<file path="src/rtl/mvb_frame_rx.sv">
// ============================================================================
// Module      : mvb_frame_rx
// Description : MVB Manchester frame receiver. Synchronises the serial line,
//               recovers half-bit samples, detects the master/slave start
//               delimiter, decodes 16/32/64 data bits into 16-bit words and
//               consumes the 8-bit check sequence.
//               Optional macro MVB_RX_CRC_EN enables CRC-7 + parity checking
//               of the check sequence (crc_err stays 0 when undefined).
// Revision    : 1.0 - initial release
// ============================================================================
`default_nettype none

module mvb_frame_rx (
  input  logic        clk_24M,
  input  logic        RESET,
  input  logic        line_in,
  input  logic [1:0]  frame_bits,
  output logic [15:0] word_out,
  output logic        word_valid,
  output logic        is_master,
  output logic        frame_done,
  output logic        manch_err,
  output logic        crc_err,
  output logic        busy
);

  typedef enum logic [2:0] {
    S_IDLE  = 3'd0,
    S_DELIM = 3'd1,
    S_DATA  = 3'd2,
    S_CHECK = 3'd3,
    S_END   = 3'd4
  } state_t;

  localparam logic [17:0] DELIM_MASTER = 18'b101011000111000101;
  localparam logic [17:0] DELIM_SLAVE  = 18'b100101011100011100;
  // A legal 3-half-bit run puts its next edge exactly 24 cycles later, so
  // only the absence of that edge is a timeout.
  localparam logic [4:0]  QUIET_LIMIT  = 5'd23;

  state_t      state_q, state_d;
  logic        sync1_q, sync1_d, sync2_q, sync2_d, sync3_q, sync3_d;
  logic [2:0]  cnt_q, cnt_d;
  logic [4:0]  quiet_q, quiet_d;
  logic [4:0]  dcnt_q, dcnt_d;
  logic [17:0] dshift_q, dshift_d;
  logic        half_q, half_d;
  logic        first_q, first_d;
  logic [5:0]  bit_cnt_q, bit_cnt_d;
  logic [15:0] wshift_q, wshift_d;
  logic [15:0] word_out_q, word_out_d;
  logic        word_valid_q, word_valid_d;
  logic        is_master_q, is_master_d;
  logic        frame_done_q, frame_done_d;
  logic        manch_err_q, manch_err_d;
  logic        crc_err_q, crc_err_d;
  logic        busy_q, busy_d;
`ifdef MVB_RX_CRC_EN
  logic [6:0]  crc_q, crc_d;
  logic        par_q, par_d;
  logic [6:0]  chk_q, chk_d;
  logic        crc_fb;
`endif

  logic        line_edge, line_rise, sample, timeout, data_bit;
  logic [2:0]  cnt_eff;
  logic [5:0]  last_bit;

  assign word_out   = word_out_q;
  assign word_valid = word_valid_q;
  assign is_master  = is_master_q;
  assign frame_done = frame_done_q;
  assign manch_err  = manch_err_q;
  assign crc_err    = crc_err_q;
  assign busy       = busy_q;

  // Synchroniser, half-bit sampling counter and edge-silence timer.
  always_comb begin
    sync1_d   = line_in;
    sync2_d   = sync1_q;
    sync3_d   = sync2_q;
    line_edge = sync2_q ^ sync3_q;
    line_rise = sync2_q & ~sync3_q;
    cnt_eff   = line_edge ? 3'd0 : cnt_q;
    sample    = (cnt_eff == 3'd3);
    cnt_d     = cnt_eff + 3'd1;
    quiet_d   = line_edge ? 5'd0 : ((quiet_q == 5'd31) ? quiet_q : quiet_q + 5'd1);
    timeout   = !line_edge && (quiet_q >= QUIET_LIMIT);
    data_bit  = first_q;
    case (frame_bits)
      2'd0:    last_bit = 6'd15;
      2'd1:    last_bit = 6'd31;
      default: last_bit = 6'd63;
    endcase
  end

  // Frame FSM: next state, shifters and registered-output next values.
  always_comb begin
    state_d      = state_q;
    dcnt_d       = dcnt_q;
    dshift_d     = dshift_q;
    half_d       = half_q;
    first_d      = first_q;
    bit_cnt_d    = bit_cnt_q;
    wshift_d     = wshift_q;
    word_out_d   = word_out_q;
    word_valid_d = 1'b0;
    is_master_d  = is_master_q;
    frame_done_d = 1'b0;
    manch_err_d  = manch_err_q;
    crc_err_d    = crc_err_q;
`ifdef MVB_RX_CRC_EN
    crc_d        = crc_q;
    par_d        = par_q;
    chk_d        = chk_q;
    crc_fb       = crc_q[6] ^ data_bit;
`endif
    case (state_q)
      S_IDLE: begin
        if (line_rise) begin
          state_d     = S_DELIM;
          manch_err_d = 1'b0;
          crc_err_d   = 1'b0;
          dcnt_d      = 5'd0;
          dshift_d    = 18'd0;
        end
      end
      S_DELIM: begin
        if (timeout) begin
          state_d = S_IDLE;
        end else if (sample) begin
          dshift_d = {dshift_q[16:0], sync2_q};
          dcnt_d   = dcnt_q + 5'd1;
          if (dcnt_q == 5'd17) begin
            half_d    = 1'b0;
            bit_cnt_d = 6'd0;
`ifdef MVB_RX_CRC_EN
            crc_d     = 7'd0;
            par_d     = 1'b0;
`endif
            if ({dshift_q[16:0], sync2_q} == DELIM_MASTER) begin
              is_master_d = 1'b1;
              state_d     = S_DATA;
            end else if ({dshift_q[16:0], sync2_q} == DELIM_SLAVE) begin
              is_master_d = 1'b0;
              state_d     = S_DATA;
            end else begin
              state_d = S_IDLE;
            end
          end
        end
      end
      S_DATA, S_CHECK: begin
        if (timeout) begin
          manch_err_d = 1'b1;
          state_d     = S_END;
        end else if (sample) begin
          if (!half_q) begin
            first_d = sync2_q;
            half_d  = 1'b1;
          end else begin
            half_d = 1'b0;
            if (first_q == sync2_q) begin
              manch_err_d = 1'b1;
              state_d     = S_END;
            end else if (state_q == S_DATA) begin
              wshift_d  = {wshift_q[14:0], data_bit};
              bit_cnt_d = bit_cnt_q + 6'd1;
`ifdef MVB_RX_CRC_EN
              crc_d     = {crc_q[5:0], 1'b0} ^ (crc_fb ? 7'h65 : 7'h00);
              par_d     = par_q ^ data_bit;
`endif
              if (bit_cnt_q[3:0] == 4'hF) begin
                word_out_d   = {wshift_q[14:0], data_bit};
                word_valid_d = 1'b1;
              end
              if (bit_cnt_q == last_bit) begin
                bit_cnt_d = 6'd0;
                state_d   = S_CHECK;
              end
            end else begin
              bit_cnt_d = bit_cnt_q + 6'd1;
`ifdef MVB_RX_CRC_EN
              chk_d     = {chk_q[5:0], data_bit};
`endif
              if (bit_cnt_q == 6'd7) begin
                state_d = S_END;
`ifdef MVB_RX_CRC_EN
                crc_err_d = ({chk_q, data_bit} != ~{crc_q, par_q ^ (^crc_q)});
`endif
              end
            end
          end
        end
      end
      S_END: begin
        frame_done_d = 1'b1;
        state_d      = S_IDLE;
      end
      default: state_d = S_IDLE;
    endcase
    busy_d = (state_d != S_IDLE);
  end

  // State and output registers; synchronous active-low reset.
  always_ff @(posedge clk_24M) begin
    if (!RESET) begin
      state_q      <= S_IDLE;
      sync1_q      <= 1'b0;
      sync2_q      <= 1'b0;
      sync3_q      <= 1'b0;
      cnt_q        <= 3'd0;
      quiet_q      <= 5'd0;
      dcnt_q       <= 5'd0;
      dshift_q     <= 18'd0;
      half_q       <= 1'b0;
      first_q      <= 1'b0;
      bit_cnt_q    <= 6'd0;
      wshift_q     <= 16'd0;
      word_out_q   <= 16'h0000;
      word_valid_q <= 1'b0;
      is_master_q  <= 1'b0;
      frame_done_q <= 1'b0;
      manch_err_q  <= 1'b0;
      crc_err_q    <= 1'b0;
      busy_q       <= 1'b0;
`ifdef MVB_RX_CRC_EN
      crc_q        <= 7'd0;
      par_q        <= 1'b0;
      chk_q        <= 7'd0;
`endif
    end else begin
      state_q      <= state_d;
      sync1_q      <= sync1_d;
      sync2_q      <= sync2_d;
      sync3_q      <= sync3_d;
      cnt_q        <= cnt_d;
      quiet_q      <= quiet_d;
      dcnt_q       <= dcnt_d;
      dshift_q     <= dshift_d;
      half_q       <= half_d;
      first_q      <= first_d;
      bit_cnt_q    <= bit_cnt_d;
      wshift_q     <= wshift_d;
      word_out_q   <= word_out_d;
      word_valid_q <= word_valid_d;
      is_master_q  <= is_master_d;
      frame_done_q <= frame_done_d;
      manch_err_q  <= manch_err_d;
      crc_err_q    <= crc_err_d;
      busy_q       <= busy_d;
`ifdef MVB_RX_CRC_EN
      crc_q        <= crc_d;
      par_q        <= par_d;
      chk_q        <= chk_d;
`endif
    end
  end

endmodule

`default_nettype wire

</file>
<file path="config.mk">
export PLATFORM = sky130hd
export DESIGN_NAME = mvb_frame_rx
export DESIGN_NICKNAME = d
export VERILOG_FILES = /design/src/rtl/mvb_frame_rx.sv
export SDC_FILE = /design/constraint.sdc
export NUM_CORES = 1
export LEC_CHECK = 0
export CORE_ASPECT_RATIO = 1.1
export CORE_MARGIN = 5
export CORE_UTILIZATION = 55
export DETAILED_ROUTE_END_ITERATION = 8
export PLACE_DENSITY = 0.8
export SYNTH_ARGS = -nofsm -noshare
export SYNTH_HDL_FRONTEND = slang
export SYNTH_SLANG_ARGS = --single-unit
</file>
<file path="constraint.sdc">
create_clock -name clk_24M -period 7.4 [get_ports clk_24M]
set_clock_uncertainty 0.2 [all_clocks]
set_input_delay 1.11 -clock clk_24M [delete_from_list [all_inputs] [get_ports clk_24M]]
set_output_delay 1.11 -clock clk_24M [all_outputs]
set_load 0.1 [all_outputs]
</file>
[After elaboration in Yosys (flattened, before gate mapping)]
Cells that the tools add are included.
Storage, ports and cells
  register bits: 80
  input bits: 5
  output and inout port bits: 22
Operators by class
  add/sub/neg operators: 4
  order comparisons: 1
  equality and inequality tests: 25
  muxes and demuxes: 51
  bitwise logic cells: 10
  reduce and logical (&&, ||, !) cells: 20
Operator list (count)
  $mux 6: 9
  $mux 17: 3
  $eq 18x18->1 const B: 2
  $mux 3: 12
  $pmux 17 s2: 1
  $pmux 6 s2: 2
  $ne 2x2->1 const B: 8
  $mux 1: 15
  $mux 5: 3
  $reduce_and 6->1: 2
  $add 5x1->5 const B: 2
  $eq 5x5->1 const B: 2
  $pmux 5 s2: 1
  $reduce_and 5->1: 2
  $eq 3x2->1 const B: 3
  $ne 3x3->1 const B: 3
  $pmux 3 s3: 1
  $not 1->1: 8
  $reduce_and 4->1: 2
  $reduce_and 8->1: 1
  $reduce_bool 2->1: 4
  $reduce_and 7->1: 1
  $reduce_or 7->1: 1
  $add 6x1->6 const B: 1
  other kinds (19): 22

[Depth between registers and ports, before layout]
Gate-level depths: netlist of run 1.
  depth after elaboration: 11
  gate-level depth with buffers: 12
  mapped depth without buffers: 10

[Worst setup path after synthesis of run 1]
Ideal clock, no wire load.
  path kind: reg2reg
  from: register sync2_q
  to: register word_out_q[10] (netlist: word_out[10])
  library setup time: 0.119 ns
  data arrival time: 2.360 ns
  data required time: 7.081 ns
  setup slack: 4.722 ns
  cell stages (with the launch flop): 12
  path buffers: 2
  clock period less this slack: 2.678 ns
  cell sequence: dfxtp_1 -> ha_1 -> and2_1 -> ha_1 -> ha_1 -> and2_1 -> o2111ai_4 -> or2_1 -> buf_2 -> buf_6 -> nand2_1 -> a21boi_1
Between the ends
  word-level cells in the longest chain between the ends: 5
  elaborated cells on any way between the ends: 9
Ends and longest elaborated chain
  from (decl): RTL line 42  | logic sync1_q, sync1_d, sync2_q, sync2_d, sync3_q, sync3_d;
  from (signal assigned): RTL line 235  | sync2_q <= sync2_d;
  branches (longest 4 deep; another with $mux 3)
  $reduce_and 7->1 (no line) (*)
  to (signal assigned): RTL line 245  | word_out_q <= word_out_d;
  to (decl): RTL line 51  | logic [15:0] word_out_q, word_out_d;
Every way passes the cells marked *.
A chain may end at the register's enable or synchronous reset.

[Final worst setup path of run 1]
  from: register sync2_q
  to: register word_out_q[14] (netlist: word_out[14])
The elaborated chain is that of the path after synthesis.

==> results.py, run 1 <==
metrics = {
    "run_status": {
        "status": "completed",
    },
    "sta": {
        "hold_slack_ns": 0.247,
        "hold_viol": 0,
        "finalCritPeriodShare": 0.438,
        "slew_headroom": 0.182,
        "worst_slack_ns": 4.16,
        "fmax_mhz": 308,
        "rsz0062_at_grt": "false",
        "fin_crit_ns": 3.24,
        "tightest_slew_ns": 1.22,
        "setup-tns-final_ns": 0,
        "slew_viol_final": 0,
        "setup_viol": 0,
    },
    "pwr": {
        "totalPowerFinal_uw": 805,
        "p_leak_nw": 1.54,
        "vdd_ir_drop_max_v": 0.000121,
        "power.density_nw_per_um2": 201,
    },
    "yosys": {
        "yosysSeqAreaShare": 0.454,
        "ys_warn_count": 0,
        "ys_ff_latch": 80,
        "syn_nets": 377,
        "syn_inst": 364,
        "ys.flop_type": "dfxtp_1",
        "yosys-top-cells-area": "dfxtp_1 45%, mux2i_1 9.4%, nand2_1 4.8%",
        "yosys.area.top_type": "dfxtp_1",
        "synthArstFlopShare": 0,
        "synth_cell_types": 51,
        "synth.avg_cell_area_um2": 9.69,
        "synth_area_um2": 3530,
        "synth_edf_count": 0,
        "yosysTopAreaCellShare": 0.454,
    },
    "global_routing": {
        "gr-total-overflow": 0,
        "grt_pass1_wl_mm": 11.2,
        "use_met1": 0.223,
        "met2_usage": 0.269,
        "grt_pass1_vias": 2468,
        "top_usage_layer": "met2",
        "grt_max_degree": 58,
        "use_met3": 0.0526,
        "track_usage": 0.174,
        "antenna_found_initial": 0,
    },
    "cts": {
        "post-cts-setup-buffer-count": 0,
        "clock_latency_ns": 0.35,
        "h-tree-depth": 3,
        "numClockSinks": 80,
        "cts_hold_buffers": 0,
        "ctsLongestPathBuffers": 2,
        "clockRootBuffer": "clkbuf_8",
        "cts_tree": "yes",
        "cts_buffers": 9,
        "post_cts_resized": 0,
        "clkTransAtPathRegs_ns": 0.08,
    },
    "setup_path": {
        "critPathArrivalTime_ns": 3.29,
        "cp_data_required_time_ns": 7.45,
        "r2r_slack_ns": 4.16,
        "worstPathMaxFanout": 17,
        "end_kind": "register",
        "startpoint_type": "register",
        "crit_type": "register to register",
    },
    "routing": {
        "wl_mm": 6.40,
        "drc": 0,
        "drtAntennaViolNets": 0,
        "viasPerCell": 5.38,
        "drtIter0Drc": 109,
        "firstDrtPassIters": 4,
        "wl_per_cell_um": 13.6,
        "routed-via-count": 2530,
    },
    "placed_design": {
        "dp_cells": 454,
        "port_buffers": 25,
        "pre_cts_slack_ns": 4.17,
        "dp_hpwl_mm": 4.37,
        "globalplace.congestion": 0.815,
    },
    "floorplan": {
        "floorplan.initialDensity": 0.569,
        "ioPinCount": 27,
        "die_w_um": 86.3,
        "num_rows": 30,
        "dieArea_um2": 8110,
        "core_area_um2": 6190,
        "die_height_um": 94.0,
    },
    "cells_and_area": {
        "instances_no_fill": 470,
        "nFillCells": 509,
        "synthToLayoutAreaGrowth_pct": 13.6,
        "final_nets": 398,
        "layout_commonest_cell": "dfxtp_1",
        "layout_common_cells": "80 x dfxtp_1, 45 x nand2_1, 35 x nor2_1",
        "antenna_cells": 0,
        "layout-drive-gt1-share": 0.0795,
    },
    "flow_run": {
        "drv_cap": 0,
    },
    "worst_hold_path": {
        "hold_class": "register to register",
    },
}
cell usage after synthesis (5+ instances only):
library cell / instances
nor4bb_1: 7
a21boi_1: 18
a21oi_1: 5
nand3_1: 12
mux2i_1: 33
clkbuf_1: 8
nand2_1: 45
and2_1: 8
xnor2_1: 7
o21ai_1: 5
ha_1: 8
nor2_1: 35
nor2b_1: 23
dfxtp_1: 80
inv_1: 5
per-layer routing:
| metal | routed length, um | up-vias |
|---|---|---|
| met4 | 117 | 0 |
| met1 | 3030 | 1181 |
| met2 | 2980 | 33 |
| li1 | - | 1306 |
| met5 | 0 | - |
| met3 | 268 | 10 |
worst paths after layout:
path	startpoint	to	depth (start not counted)
worst max-delay path	sync2_q$_SDFF_PN0_	word_out[14]$_SDFFE_PN0P_	9
worst min-delay path	sync1_q$_SDFF_PN0_	sync2_q$_SDFF_PN0_	1
worst max register to register	sync2_q$_SDFF_PN0_	word_out[14]$_SDFFE_PN0P_	9
worst min register to register	sync1_q$_SDFF_PN0_	sync2_q$_SDFF_PN0_	1
cells by family after synthesis:
kind of cell | after synthesis | share of synthesized area
AOI/OAI and AO/OA | 53 | 0.128
xor gates and xnor gates | 10 | 0.0270
adders and majority gates | 8 | 0.0284
buffers and inverters | 21 | 0.0291
DFF | 80 | 0.454
muxes | 33 | 0.0937
other | 1 | 0.00106
and+or+nand+nor | 158 | 0.238
critical path, stage by stage (launching register included):
cell,delay [ns]
dfxtp_1,0.39
ha_1,0.40
and2_1,0.18
ha_1,0.16
ha_1,0.27
and2_1,0.29
o2111ai_4,0.41
or2_1,0.59
nand2_1,0.17
a21boi_1,0.07
flip-flops by register name, indices dropped and copies added, names as in the netlist:
signal      flops
sync2_q         1
sync3_q         1
data_bit        1
busy            1
quiet_q         5
dcnt_q          5
word_valid      1
cnt_q           3
word_out       16
dshift_q       17
is_master       1
sync1_q         1
state_q         3
manch_err       1
wshift_q       15
half_q          1
bit_cnt_q       6
frame_done      1
stage by stage:
step / util / instance area, um2
2_1_floorplan: - / 3530
3_3_place_gp: 0.614 / 3800
3_5_place_dp: 0.614 / 3800
4_1_cts: 0.647 / 4010
5_1_grt: 0.647 / 4010
6_report: 0.647 / 4010
power breakdown:
group	internal [mW]	leakage [nW]	total, mW	switching, mW
combinational	0.0141	0.795	0.0383	0.0241
clock	0.168	0.101	0.329	0.161
sequential	0.434	0.646	0.438	0.00385
layout make-up:
type | count | area (um2) | share of cell area
clock buffer | 11 | 141 | 0.0353
tap | 80 | 100 | 0.0250
clock inverter | 5 | 63.8 | 0.0159
sequential | 80 | 1600 | 0.400
timing repair buffer | 26 | 258 | 0.0644
inverter | 5 | 18.8 | 0.00469
multi-input combinational | 263 | 1820 | 0.455
No activity file was read; power rests on OpenSTA's default activity.
==> run 2: changes to the inputs <==
- clock period: 7.4 -> 3.3 ns (I/O delays scaled with it)
==> run 2 against run 1 <==
Sequential cell count unchanged. Sequential share of layout area up 0.34 points. Die area did not move. Largest power group unchanged.
==> results.py, run 2 (synthesized netlist as in run 1, its figures left out) <==
metrics = {
    "setup_path": {
        "slowest_delay_ns": 0.51,
        "crit_type": "register to register",
        "cp_data_required_time_ns": 3.39,
        "worstPathMaxFanout": 16,
        "critPathArrivalTime_ns": 2.97,
        "end_kind": "register",
        "path_common_cell": "ha_1",
        "critical_path.slowest_cell": "or2_1",
        "startpoint_type": "register",
        "crit_start": "sync2_q$_SDFF_PN0_",
        "path_cells": "ha_1 > and2_1 > ha_1 > ha_1 > and2_1 > o2111ai_4 > or2_1 > nand2_1 > a21boi_1",
        "r2r_start": "sync2_q$_SDFF_PN0_",
    },
    "global_routing": {
        "track_usage": 0.169,
        "antenna_found_initial": 0,
        "grt_pass1_wl_mm": 10.7,
        "grt_pass1_vias": 2338,
        "grt_max_degree": 46,
        "gr-total-overflow": 0,
    },
    "sta": {
        "fin_crit_ns": 2.88,
        "slew_headroom": 0.503,
        "rsz0062_at_grt": "false",
        "slew_viol_final": 0,
        "setup_viol": 0,
        "fmax_mhz": 347,
        "hold_slack_ns": 0.238,
        "hold_viol": 0,
        "setup-tns-final_ns": 0,
        "finalCritPeriodShare": 0.874,
        "tightest_slew_ns": 0.745,
    },
    "cts": {
        "clock_latency_ns": 0.36,
        "post-cts-setup-buffer-count": 0,
        "cts_buffers": 9,
        "clockRootBuffer": "clkbuf_8",
        "h-tree-depth": 3,
        "clkTransAtPathRegs_ns": 0.08,
        "ctsLongestPathBuffers": 2,
        "numClockSinks": 80,
        "cts_tree": "yes",
        "post_cts_resized": 0,
        "cts_hold_buffers": 0,
    },
    "cells_and_area": {
        "multi_input_area_um2": 1820,
        "final-seq-area_um2": 1600,
        "layout_common_cells": "80 x dfxtp_1, 45 x nand2_1, 35 x nor2_1",
        "nFillCells": 523,
        "top_register": "dshift_q",
        "final_nets": 400,
        "antenna_cells": 0,
        "synthToLayoutAreaGrowth_pct": 12.6,
        "layout-drive-gt1-share": 0.138,
        "largest_reg_flops": 17,
        "layout_commonest_cell": "dfxtp_1",
        "final_cell_area_um2": 3970,
    },
    "routing": {
        "viasPerCell": 5.40,
        "firstDrtPassIters": 5,
        "wl_per_cell_um": 13.5,
        "drtAntennaViolNets": 0,
        "wl_mm": 6.36,
        "drc": 0,
        "drtIter0Drc": 140,
        "routed-via-count": 2545,
    },
    "floorplan": {
        "floorplan.initialDensity": 0.569,
        "num_rows": 30,
        "ioPinCount": 27,
        "dieArea_um2": 8110,
        "core_area_um2": 6190,
        "die_height_um": 94.0,
        "die_w_um": 86.3,
    },
    "pwr": {
        "power_switching_share": 0.226,
        "p_leak_nw": 1.59,
        "power.density_nw_per_um2": 463,
        "p_clk_frac": 0.419,
        "combPwrFrac": 0.047,
        "totalPowerFinal_mw": 1.84,
        "p_int_mw": 1.42,
        "vdd_ir_drop_max_v": 0.000303,
        "pwr-share-seq": 0.534,
        "switchingPower_uw": 415,
    },
    "placed_design": {
        "dp_hpwl_mm": 4.41,
        "globalplace.congestion": 0.858,
        "port_buffers": 25,
        "dpl_cell_area_um2": 3760,
    },
    "run_status": {
        "status": "completed",
    },
    "flow_run": {
        "drv_cap": 0,
    },
    "worst_hold_path": {
        "hold_start": "sync1_q$_SDFF_PN0_",
        "hold_class": "register to register",
    },
}
-- run 2: cell count changes in the layout (fill, tap and decap cells not counted) --
cell	before	now
clkbuf_1	1	0
clkbuf_8	10	9
clkdlybuf4s50_1	25	4
inv_6	2	0
clkinvlp_4	1	2
clkinv_2	0	2
bufinv_16	1	2
buf_4	1	24
clkinv_4	1	0
-- run 2: final timing paths --
check                             endpoint  slack (ns)  cells after the start
setup / recovery  word_out[4]$_SDFFE_PN0P_        0.42                      9
hold reg to reg         sync2_q$_SDFF_PN0_        0.24                      1
setup reg to reg  word_out[4]$_SDFFE_PN0P_        0.42                      9
hold / removal          sync2_q$_SDFF_PN0_        0.24                      1
-- run 2: layout make-up --
class,instances,area share
timing repair buffer,28,0.0555
clock buffer,9,0.0312
multi-input combinational,263,0.459
tap,80,0.0252
inverter,5,0.00473
sequential,80,0.403
clock inverter,6,0.0214
-- run 2: routing by layer --
layer,share of wire,track usage
met3,0.042,0.0570
met2,0.46,0.258
met1,0.48,0.218
met4,0.018,0.0740
met5,0,0
-- run 2: through the flow --
step           worst slack [ns]  utilization  std cells
6_report                  0.416        0.641        471
5_1_grt                   0.244        0.641        471
4_1_cts                   0.412        0.641        471
3_5_place_dp              0.434        0.607        456
3_3_place_gp              0.546        0.607        456
2_1_floorplan             0.622            -        364
-- run 2: critical path: cells and delay by family (launching register included) --
family	cells	cell delay [ns]
AOI/OAI and AO/OA	2	0.30
adders and majority gates	3	0.79
DFF	1	0.46
and+or+nand+nor	4	1.06
-- run 2: power groups by stage --
| stage | Combinational [mW] | Clock, mW | Sequential, mW |
|---|---|---|---|
| after global routing | 0.0949 | 0.834 | 0.984 |
| after detailed placement | 0.0869 | 0 | 1.01 |
| after global placement | 0.0854 | 0 | 1.00 |
| final | 0.0866 | 0.771 | 0.982 |
| after floorplan | 0.0593 | 0 | 1.01 |
| after CTS | 0.0872 | 0.784 | 0.982 |
